===== src/rtl/cc_event_pkg.sv =====
// Shared types and defaults for the cross-clock event feeder.
package cc_event_pkg;

  localparam int unsigned CC_CNT_W_DEF     = 4;
  localparam int unsigned CC_GUARD_CYC_DEF = 4;

  typedef enum logic [1:0] {
    IDLE    = 2'd0,
    WAIT_HI = 2'd1,
    WAIT_LO = 2'd2
  } cc_feed_state_t;

endpackage


===== src/rtl/cc_event_feeder_if.sv =====
// Source-side event / handshake signal bundle for cc_event_feeder.
interface cc_event_feeder_if
  import cc_event_pkg::*;
#(
  parameter int unsigned CNT_W = CC_CNT_W_DEF
);

  logic             ev_in;
  logic             ovf_clr;
  logic             cc_busy;
  logic             cc_in;
  logic [CNT_W-1:0] pending;
  logic             ovf;
  logic             idle;

  modport master (
    output ev_in, ovf_clr, cc_busy,
    input  cc_in, pending, ovf, idle
  );

  modport slave (
    input  ev_in, ovf_clr, cc_busy,
    output cc_in, pending, ovf, idle
  );

endinterface


===== src/rtl/cc_sat_updown_cnt.sv =====
// Saturating up/down counter; an increment at full is reported on drop.
module cc_sat_updown_cnt #(
  parameter int unsigned W = 4
) (
  input  logic         clk,
  input  logic         rst_n,
  input  logic         inc,
  input  logic         dec,
  output logic [W-1:0] cnt,
  output logic         full,
  output logic         drop
);

  localparam logic [W-1:0] CNT_MAX = '1;

  logic [W-1:0] cnt_q, cnt_d;

  assign full = (cnt_q == CNT_MAX);
  assign drop = inc && !dec && full;
  assign cnt  = cnt_q;

  // Simultaneous inc/dec cancels; never wraps in either direction.
  always_comb begin
    cnt_d = cnt_q;
    if (inc && !dec && !full) begin
      cnt_d = cnt_q + W'(1);
    end else if (dec && !inc && (cnt_q != '0)) begin
      cnt_d = cnt_q - W'(1);
    end
  end

  always_ff @(posedge clk) begin
    if (!rst_n) begin
      cnt_q <= '0;
    end else begin
      cnt_q <= cnt_d;
    end
  end

endmodule


===== src/rtl/cc_event_feeder.sv =====
// Queues source-domain event pulses and feeds them one at a time into the
// cross-clock event handshake, waiting out its busy phase between fires.
module cc_event_feeder
  import cc_event_pkg::*;
#(
  parameter int unsigned CNT_W     = CC_CNT_W_DEF,
  parameter int unsigned GUARD_CYC = CC_GUARD_CYC_DEF
) (
  input  logic               clk,
  input  logic               rst_n,
  cc_event_feeder_if.slave   bus
);

  localparam int unsigned GRD_W = $clog2(GUARD_CYC + 1);

  cc_feed_state_t   state_q, state_d;
  logic [GRD_W-1:0] guard_q, guard_d;
  logic             cc_in_q, cc_in_d;
  logic             ovf_q, ovf_d;
  logic             idle_q, idle_d;

  logic [CNT_W-1:0] cnt;
  logic             unused_full;
  logic             drop;
  logic             fire;
  logic             pend_nz;
  logic             bypass;
  logic             consume;
  logic             accept;
  logic             cnt_zero_d;

  assign pend_nz = (cnt != '0);
  assign bypass  = fire && !pend_nz;
  assign consume = fire && pend_nz;
  assign accept  = bus.ev_in && !bypass;

  cc_sat_updown_cnt #(
    .W (CNT_W)
  ) u_pend_cnt (
    .clk   (clk),
    .rst_n (rst_n),
    .inc   (accept),
    .dec   (consume),
    .cnt   (cnt),
    .full  (unused_full),
    .drop  (drop)
  );

  always_ff @(posedge clk) begin
    if (!rst_n) begin
      state_q <= IDLE;
    end else begin
      state_q <= state_d;
    end
  end

  // Next state; the guard timeout covers a handshake that finished unseen.
  always_comb begin
    state_d = state_q;
    fire    = 1'b0;
    case (state_q)
      IDLE: begin
        if (!bus.cc_busy && (pend_nz || bus.ev_in)) begin
          fire    = 1'b1;
          state_d = WAIT_HI;
        end
      end
      WAIT_HI: begin
        if (bus.cc_busy || ((guard_q + GRD_W'(1)) >= GRD_W'(GUARD_CYC))) begin
          state_d = WAIT_LO;
        end
      end
      WAIT_LO: begin
        if (!bus.cc_busy) begin
          state_d = IDLE;
        end
      end
      default: state_d = IDLE;
    endcase
  end

  // Registered-output next values; a new drop outranks ovf_clr.
  always_comb begin
    cc_in_d    = fire;
    guard_d    = '0;
    ovf_d      = ovf_q;
    cnt_zero_d = 1'b0;
    idle_d     = 1'b0;
    if ((state_q == WAIT_HI) && (state_d == WAIT_HI)) begin
      guard_d = guard_q + GRD_W'(1);
    end
    if (drop) begin
      ovf_d = 1'b1;
    end else if (bus.ovf_clr) begin
      ovf_d = 1'b0;
    end
    cnt_zero_d = ((cnt == '0) && !accept) ||
                 ((cnt == CNT_W'(1)) && consume && !accept);
    idle_d     = (state_d == IDLE) && cnt_zero_d;
  end

  always_ff @(posedge clk) begin
    if (!rst_n) begin
      guard_q <= '0;
      cc_in_q <= 1'b0;
      ovf_q   <= 1'b0;
      idle_q  <= 1'b1;
    end else begin
      guard_q <= guard_d;
      cc_in_q <= cc_in_d;
      ovf_q   <= ovf_d;
      idle_q  <= idle_d;
    end
  end

  assign bus.cc_in   = cc_in_q;
  assign bus.pending = cnt;
  assign bus.ovf     = ovf_q;
  assign bus.idle    = idle_q;

endmodule


===== src/flat_wrapper.sv =====
// flat-port wrapper written by rule: the top's interface ports become plain ports
module cc_event_feeder_flat import cc_event_pkg::*;
#(
  parameter int unsigned CNT_W     = CC_CNT_W_DEF,
  parameter int unsigned GUARD_CYC = CC_GUARD_CYC_DEF
)
  (clk, rst_n, bus_ev_in, bus_ovf_clr, bus_cc_busy, bus_cc_in, bus_pending, bus_ovf, bus_idle);
  cc_event_feeder_if #(.CNT_W(CNT_W)) bus_i ();
  input  logic clk;
  input  logic rst_n;
  input wire logic [$bits(bus_i.ev_in)-1:0] bus_ev_in;
  input wire logic [$bits(bus_i.ovf_clr)-1:0] bus_ovf_clr;
  input wire logic [$bits(bus_i.cc_busy)-1:0] bus_cc_busy;
  output wire logic [$bits(bus_i.cc_in)-1:0] bus_cc_in;
  output wire logic [$bits(bus_i.pending)-1:0] bus_pending;
  output wire logic [$bits(bus_i.ovf)-1:0] bus_ovf;
  output wire logic [$bits(bus_i.idle)-1:0] bus_idle;
  assign bus_i.ev_in = bus_ev_in;
  assign bus_i.ovf_clr = bus_ovf_clr;
  assign bus_i.cc_busy = bus_cc_busy;
  assign bus_cc_in = bus_i.cc_in;
  assign bus_pending = bus_i.pending;
  assign bus_ovf = bus_i.ovf;
  assign bus_idle = bus_i.idle;
  cc_event_feeder #(.CNT_W(CNT_W), .GUARD_CYC(GUARD_CYC)) u_core (.clk(clk), .rst_n(rst_n), .bus(bus_i));
endmodule

===== config.mk =====
export PLATFORM = sky130hd
export DESIGN_NAME = cc_event_feeder_flat
export DESIGN_NICKNAME = d
export VERILOG_FILES = /design/src/rtl/cc_event_pkg.sv /design/src/rtl/cc_event_feeder_if.sv /design/src/rtl/cc_sat_updown_cnt.sv /design/src/rtl/cc_event_feeder.sv /design/src/flat_wrapper.sv
export SDC_FILE = /design/constraint.sdc
export NUM_CORES = 1
export LEC_CHECK = 0
export BUFFER_PORTS_ARGS = -buffer_cell sky130_fd_sc_hd__buf_2
export CAP_MARGIN = 20
export CORE_MARGIN = 2
export CORE_UTILIZATION = 35
export DETAILED_ROUTE_END_ITERATION = 6
export PLACE_DENSITY = 0.57
export SLEW_MARGIN = 0
export SYNTH_ARGS = -nofsm -noshare
export SYNTH_HDL_FRONTEND = slang
export SYNTH_SLANG_ARGS = --single-unit

===== constraint.sdc =====
create_clock -name clk -period 3 [get_ports clk]
set_input_delay 0.3 -clock clk [delete_from_list [all_inputs] [get_ports clk]]
set_output_delay 0.3 -clock clk [all_outputs]
set_load 0.02 [all_outputs]

; ---- Word-level counts from Yosys, hierarchy flattened
; Index checks and enable logic that the tools add are counted.
[op_classes]
mux = 10
addsub = 3
div = 0
magnitude_cmp = 1
bitwise = 0
shift = 0
multipliers = 0
reduce_logical = 30
eq_ne = 5
[ops]
columns = op, n
row1 = $logic_and A1 B1 Y1, 14
row2 = $mux W4, 2
row3 = $logic_not A1 Y1, 6
row4 = $mux W2, 3
row5 = $pmux W2 S3, 1
row6 = $add A4 B1 Y4 const B, 1
row7 = $eq A2 B1 Y1 const B, 2
row8 = $eq A4 B1 Y1 const B, 1
row9 = $eq A4 B4 Y1 const B, 1
row10 = $logic_not A2 Y1, 2
row11 = $logic_not A4 Y1, 1
row12 = $mux W1, 4
row13 = $reduce_bool A2 Y1, 2
row14 = $reduce_bool A4 Y1, 1
row15 = $sub A4 B1 Y4 const B, 1
row16 = $add A3 B1 Y3 const B, 1
row17 = $ge A3 B3 Y1 const B, 1
row18 = $logic_or A1 B1 Y1, 3
row19 = $eq A2 B2 Y1 const B, 1
row20 = $reduce_and A2 Y1, 1
[word_totals]
latchBits = 0
mem_bits_rw = 0
in_bits = 5
out_inout_bits = 7
rom_bits = 0
memories = 0
register_bits = 12
wordCells = 55

; ---- Depth between registers and ports, before layout
[logic_depth]
depth_word = 13
depth_mapped = 6
mapped_depth_nobuf = 6

; ---- Cells and area by module
; From an unflattened synthesis, not the netlist that was laid out.
[unflattened]
cells_unflattened = 58
hier_area_um2 = 643.1
[modules_own_cells]
columns = mod, area_each_um2, n_inst, seq_area_each_um2, cells_per_inst
row1 = cc_event_feeder, 326.6, 1, 160.2, 29
row2 = cc_sat_updown_cnt, 316.6, 1, 80.1, 29

; ---- Worst setup path before layout
; No wires, ideal clock.
[synth_timing]
path_kind = register -> register
start = register u_core.u_pend_cnt.cnt_q[1] (netlist: u_core.u_pend_cnt.cnt[1])
end = register u_core.u_pend_cnt.cnt_q[0] (netlist: u_core.u_pend_cnt.cnt[0])
t_arrival_ps = 1473
stages_incl_launch_ff = 7
period_less_slack_ps = 1589
path_buffers = 0
slack_ps = 1411
cell_sequence = dfxtp_1 > inv_1 > ha_1 > nor3b_4 > nor3_4 > or3_1 > and3_1
[synth_via]
elab_chain_cells = 12
word_cells_on_any_way = 20
cone_classes = eq/ne: 1 / mux: 3 / reduce/logical: 16
[synth_rtl]
columns = element, line
row1 = "start, declared", cc_sat_updown_cnt.sv:16  ; logic [W-1:0] cnt_q, cnt_d;
row2 = "start signal, assigned", cc_sat_updown_cnt.sv:36  ; cnt_q <= cnt_d;
row3 = $reduce_bool A4 Y1, "cc_sat_updown_cnt.sv:27, cc_event_feeder.sv:32"
row4 = $logic_or A1 B1 Y1, cc_event_feeder.sv:63  ; if (!bus.cc_busy && (pend_nz || bus.ev_in)) begin
row5 = $logic_and A1 B1 Y1, cc_event_feeder.sv:63
row6 = $mux W1, cc_event_feeder.sv:63
row7 = $mux W1, cc_event_feeder.sv:61  ; case (state_q)
row8 = $logic_and A1 B1 Y1, cc_event_feeder.sv:33  ; assign bypass = fire && !pend_nz;
row9 = $logic_not A1 Y1, cc_event_feeder.sv:35  ; assign accept = bus.ev_in && !bypass;
row10 = $logic_and A1 B1 Y1, cc_event_feeder.sv:35
row11 = $logic_not A1 Y1, cc_sat_updown_cnt.sv:27  ; end else if (dec && !inc && (cnt_q != '0)) begin
row12 = $logic_and A1 B1 Y1 (2 in series), cc_sat_updown_cnt.sv:27
row13 = $reduce_bool A2 Y1 (no source line), n/a
; Parallel ways exist; a longest one is shown, timed or not.
; A chain may end at the register's enable or synchronous reset.

; ---- Final worst setup path
; Same ends and word-level chain as after synthesis.

==> results.py <==
metrics = {
    "setup_path": {
        "crit_fanout": 7,
        "reg2reg_slack_ps": 1380,
        "cp.arrival_ps": 1780,
        "rr_worst_depth": 6,
        "worstPathRequired_ps": 3160,
        "startpoint_type": "register",
        "critical_path_class": "register to register",
        "cp-end-kind": "register",
    },
    "logic_synthesis": {
        "yosysWarningCount": 0,
        "synth_nets": 79,
        "ys_ff_latch": 12,
        "synth-edff-count": 0,
        "yosysTopAreaCellShare": 0.356,
        "synth.distinct_cells": 40,
        "synth_area_um2": 676,
        "synthesis.instances": 70,
        "async_flop_share": 0,
        "ys.flop_type": "dfxtp_1",
        "netlist_top_cells_count": "dfxtp_1 (12), inv_1 (5), nor2_1 (5), ha_1 (4), nor3_1 (3)",
        "yosys.area.top_type": "dfxtp_1",
        "avgSynthCellArea_um2": 9.65,
        "ys_seq_area_frac": 0.356,
        "synth_area_leaders": "dfxtp_1 (36%), ha_1 (7.4%), o31ai_4 (3.1%)",
        "yosys.cell_count.top_type": "dfxtp_1",
    },
    "cts": {
        "hold_buffers": 0,
        "cts.repair.resized": 0,
        "cts_buffers": 3,
        "numClockSinks": 12,
        "cts_root_buffer": "clkbuf_4",
        "clk_latency_ps": 270,
        "clk_pin_slew_ps": 80,
        "clock_path_buffers": 2,
        "h-tree-depth": 1,
        "tritoncts": "yes",
        "post_cts_buffers": 0,
    },
    "die": {
        "die_area_um2": 2300,
        "rows": 15,
        "initial_core_util": 0.383,
        "ios": 12,
        "die_w_um": 47.9,
        "die-height_um": 47.9,
        "coreArea_um2": 1760,
    },
    "job": {
        "maxCapViolCount": 0,
    },
    "global_route": {
        "grt-ovfl-total": 0,
        "antenna_found_initial": 0,
        "grt_pass1_vias": 499,
        "grt_usage": 0.137,
        "grt_pass1_wl_um": 2110,
        "grt_max_degree": 12,
    },
    "power": {
        "p_leak_nw": 0.356,
        "p_per_area_nw_per_um2": 571,
        "vdd.ir_drop.worst_uv": 282,
        "power_mw": 0.444,
    },
    "timing": {
        "fin_setup_tns_ps": 0,
        "fin_ws_ps": 1380,
        "holdWs_ps": 293,
        "period_minus_slack_ps": 1620,
        "post-route-period-util": 0.539,
        "setup_violations": 0,
        "fin_skew_ps": 4.27,
        "final_hold_viol_count": 0,
        "drv_slew": 0,
        "max_freq_ghz": 0.618,
        "rsz0062_at_grt": "no",
    },
    "route": {
        "wl_per_cell_um": 11.7,
        "drc_errors": 0,
        "firstDrtPassIters": 4,
        "dr_total_vias": 557,
        "ant_nets": 0,
        "wl_um": 1260,
        "drt_iter0_drc": 5,
        "vias_per_cell": 5.21,
    },
    "place": {
        "placed_area_um2": 742,
        "place_ws_ps": 1400,
        "post-dp-hpwl_um": 951,
        "io_buffers": 11,
        "gp_congestion": 0.932,
        "dpl.cell_count": 103,
    },
    "cells_and_area": {
        "fin_cells": 107,
        "fin_nets": 92,
        "diodes": 0,
        "stdcell_area_um2": 778,
        "area_growth_pct": 15.2,
        "fill_cells": 189,
        "drive_gt1_frac": 0.256,
        "fin_util": 0.441,
    },
    "hold_path": {
        "hp-class": "input pin to register",
        "min_path_cells": 2,
    },
    "status": {
        "status": "completed",
    },
}
kinds of logic after synthesis:
family | share of synthesized area
AOI/OAI and AO/OA | 0.185
xor gates and xnor gates | 0.0259
adders and majority gates | 0.0741
buffers and inverters | 0.0574
DFF | 0.356
muxes | 0.0148
other | 0.00555
and+or+nand+nor | 0.282
area by class of cell:
class / instances / area (um2) / area share
Multi-Input combinational cell: 50 / 397 / 0.510
Sequential cell: 12 / 240 / 0.309
Timing Repair Buffer: 11 / 55.1 / 0.0707
Clock buffer: 4 / 36.3 / 0.0466
Tap cell: 25 / 31.3 / 0.0402
Inverter: 5 / 18.8 / 0.0241
layout by cell type (no fill, tap or decap), types with 2 or more instances in the layout:
cell type,n
nand2b_1,2
inv_1,5
nor3_1,3
o21ai_0,2
dfxtp_1,12
nor2b_1,2
o22ai_1,2
and3_1,2
nand3_1,2
ha_1,4
clkbuf_4,3
nor2_1,5
buf_2,11
where the power goes:
group / total [mW] / internal, mW / switching [mW]
combinational: 0.122 / 0.0567 / 0.0651
clock: 0.125 / 0.0737 / 0.0517
sequential: 0.197 / 0.174 / 0.0236
total: 0.444 / 0.304 / 0.140
path summary, 6_finish.rpt:
| path | startpoint | end |
|---|---|---|
| setup / recovery | u_core.u_pend_cnt.cnt[1] | u_core.u_pend_cnt.cnt[0] |
| hold / removal | rst_n | u_core.bus.idle |
| setup reg to reg | u_core.u_pend_cnt.cnt[1] | u_core.u_pend_cnt.cnt[0] |
| hold reg to reg | u_core.guard_q[0] | u_core.guard_q[0] |
metal layers:
layer	up-vias	routed length (um)	global-route usage
met3	2	79	0.0340
met2	14	614	0.221
li1	278	-	-
met1	263	548	0.163
met4	0	13	0.0811
met5	-	0	0
registers in the layout, summed over array words and instances, names as in the netlist:
register / cells
u_core.bus.cc_in: 1
u_core.guard_q: 3
u_core.u_pend_cnt.cnt: 4
u_core.bus.idle: 1
u_core.state_q: 2
u_core.bus.ovf: 1
worst max-delay path, stage by stage (launching register included):
cell	delay, ps
dfxtp_1	370
inv_1	120
ha_1	160
nor3b_4	270
nor3_4	90
or3_1	340
and3_1	160
Power figures use the tool's default switching activity.
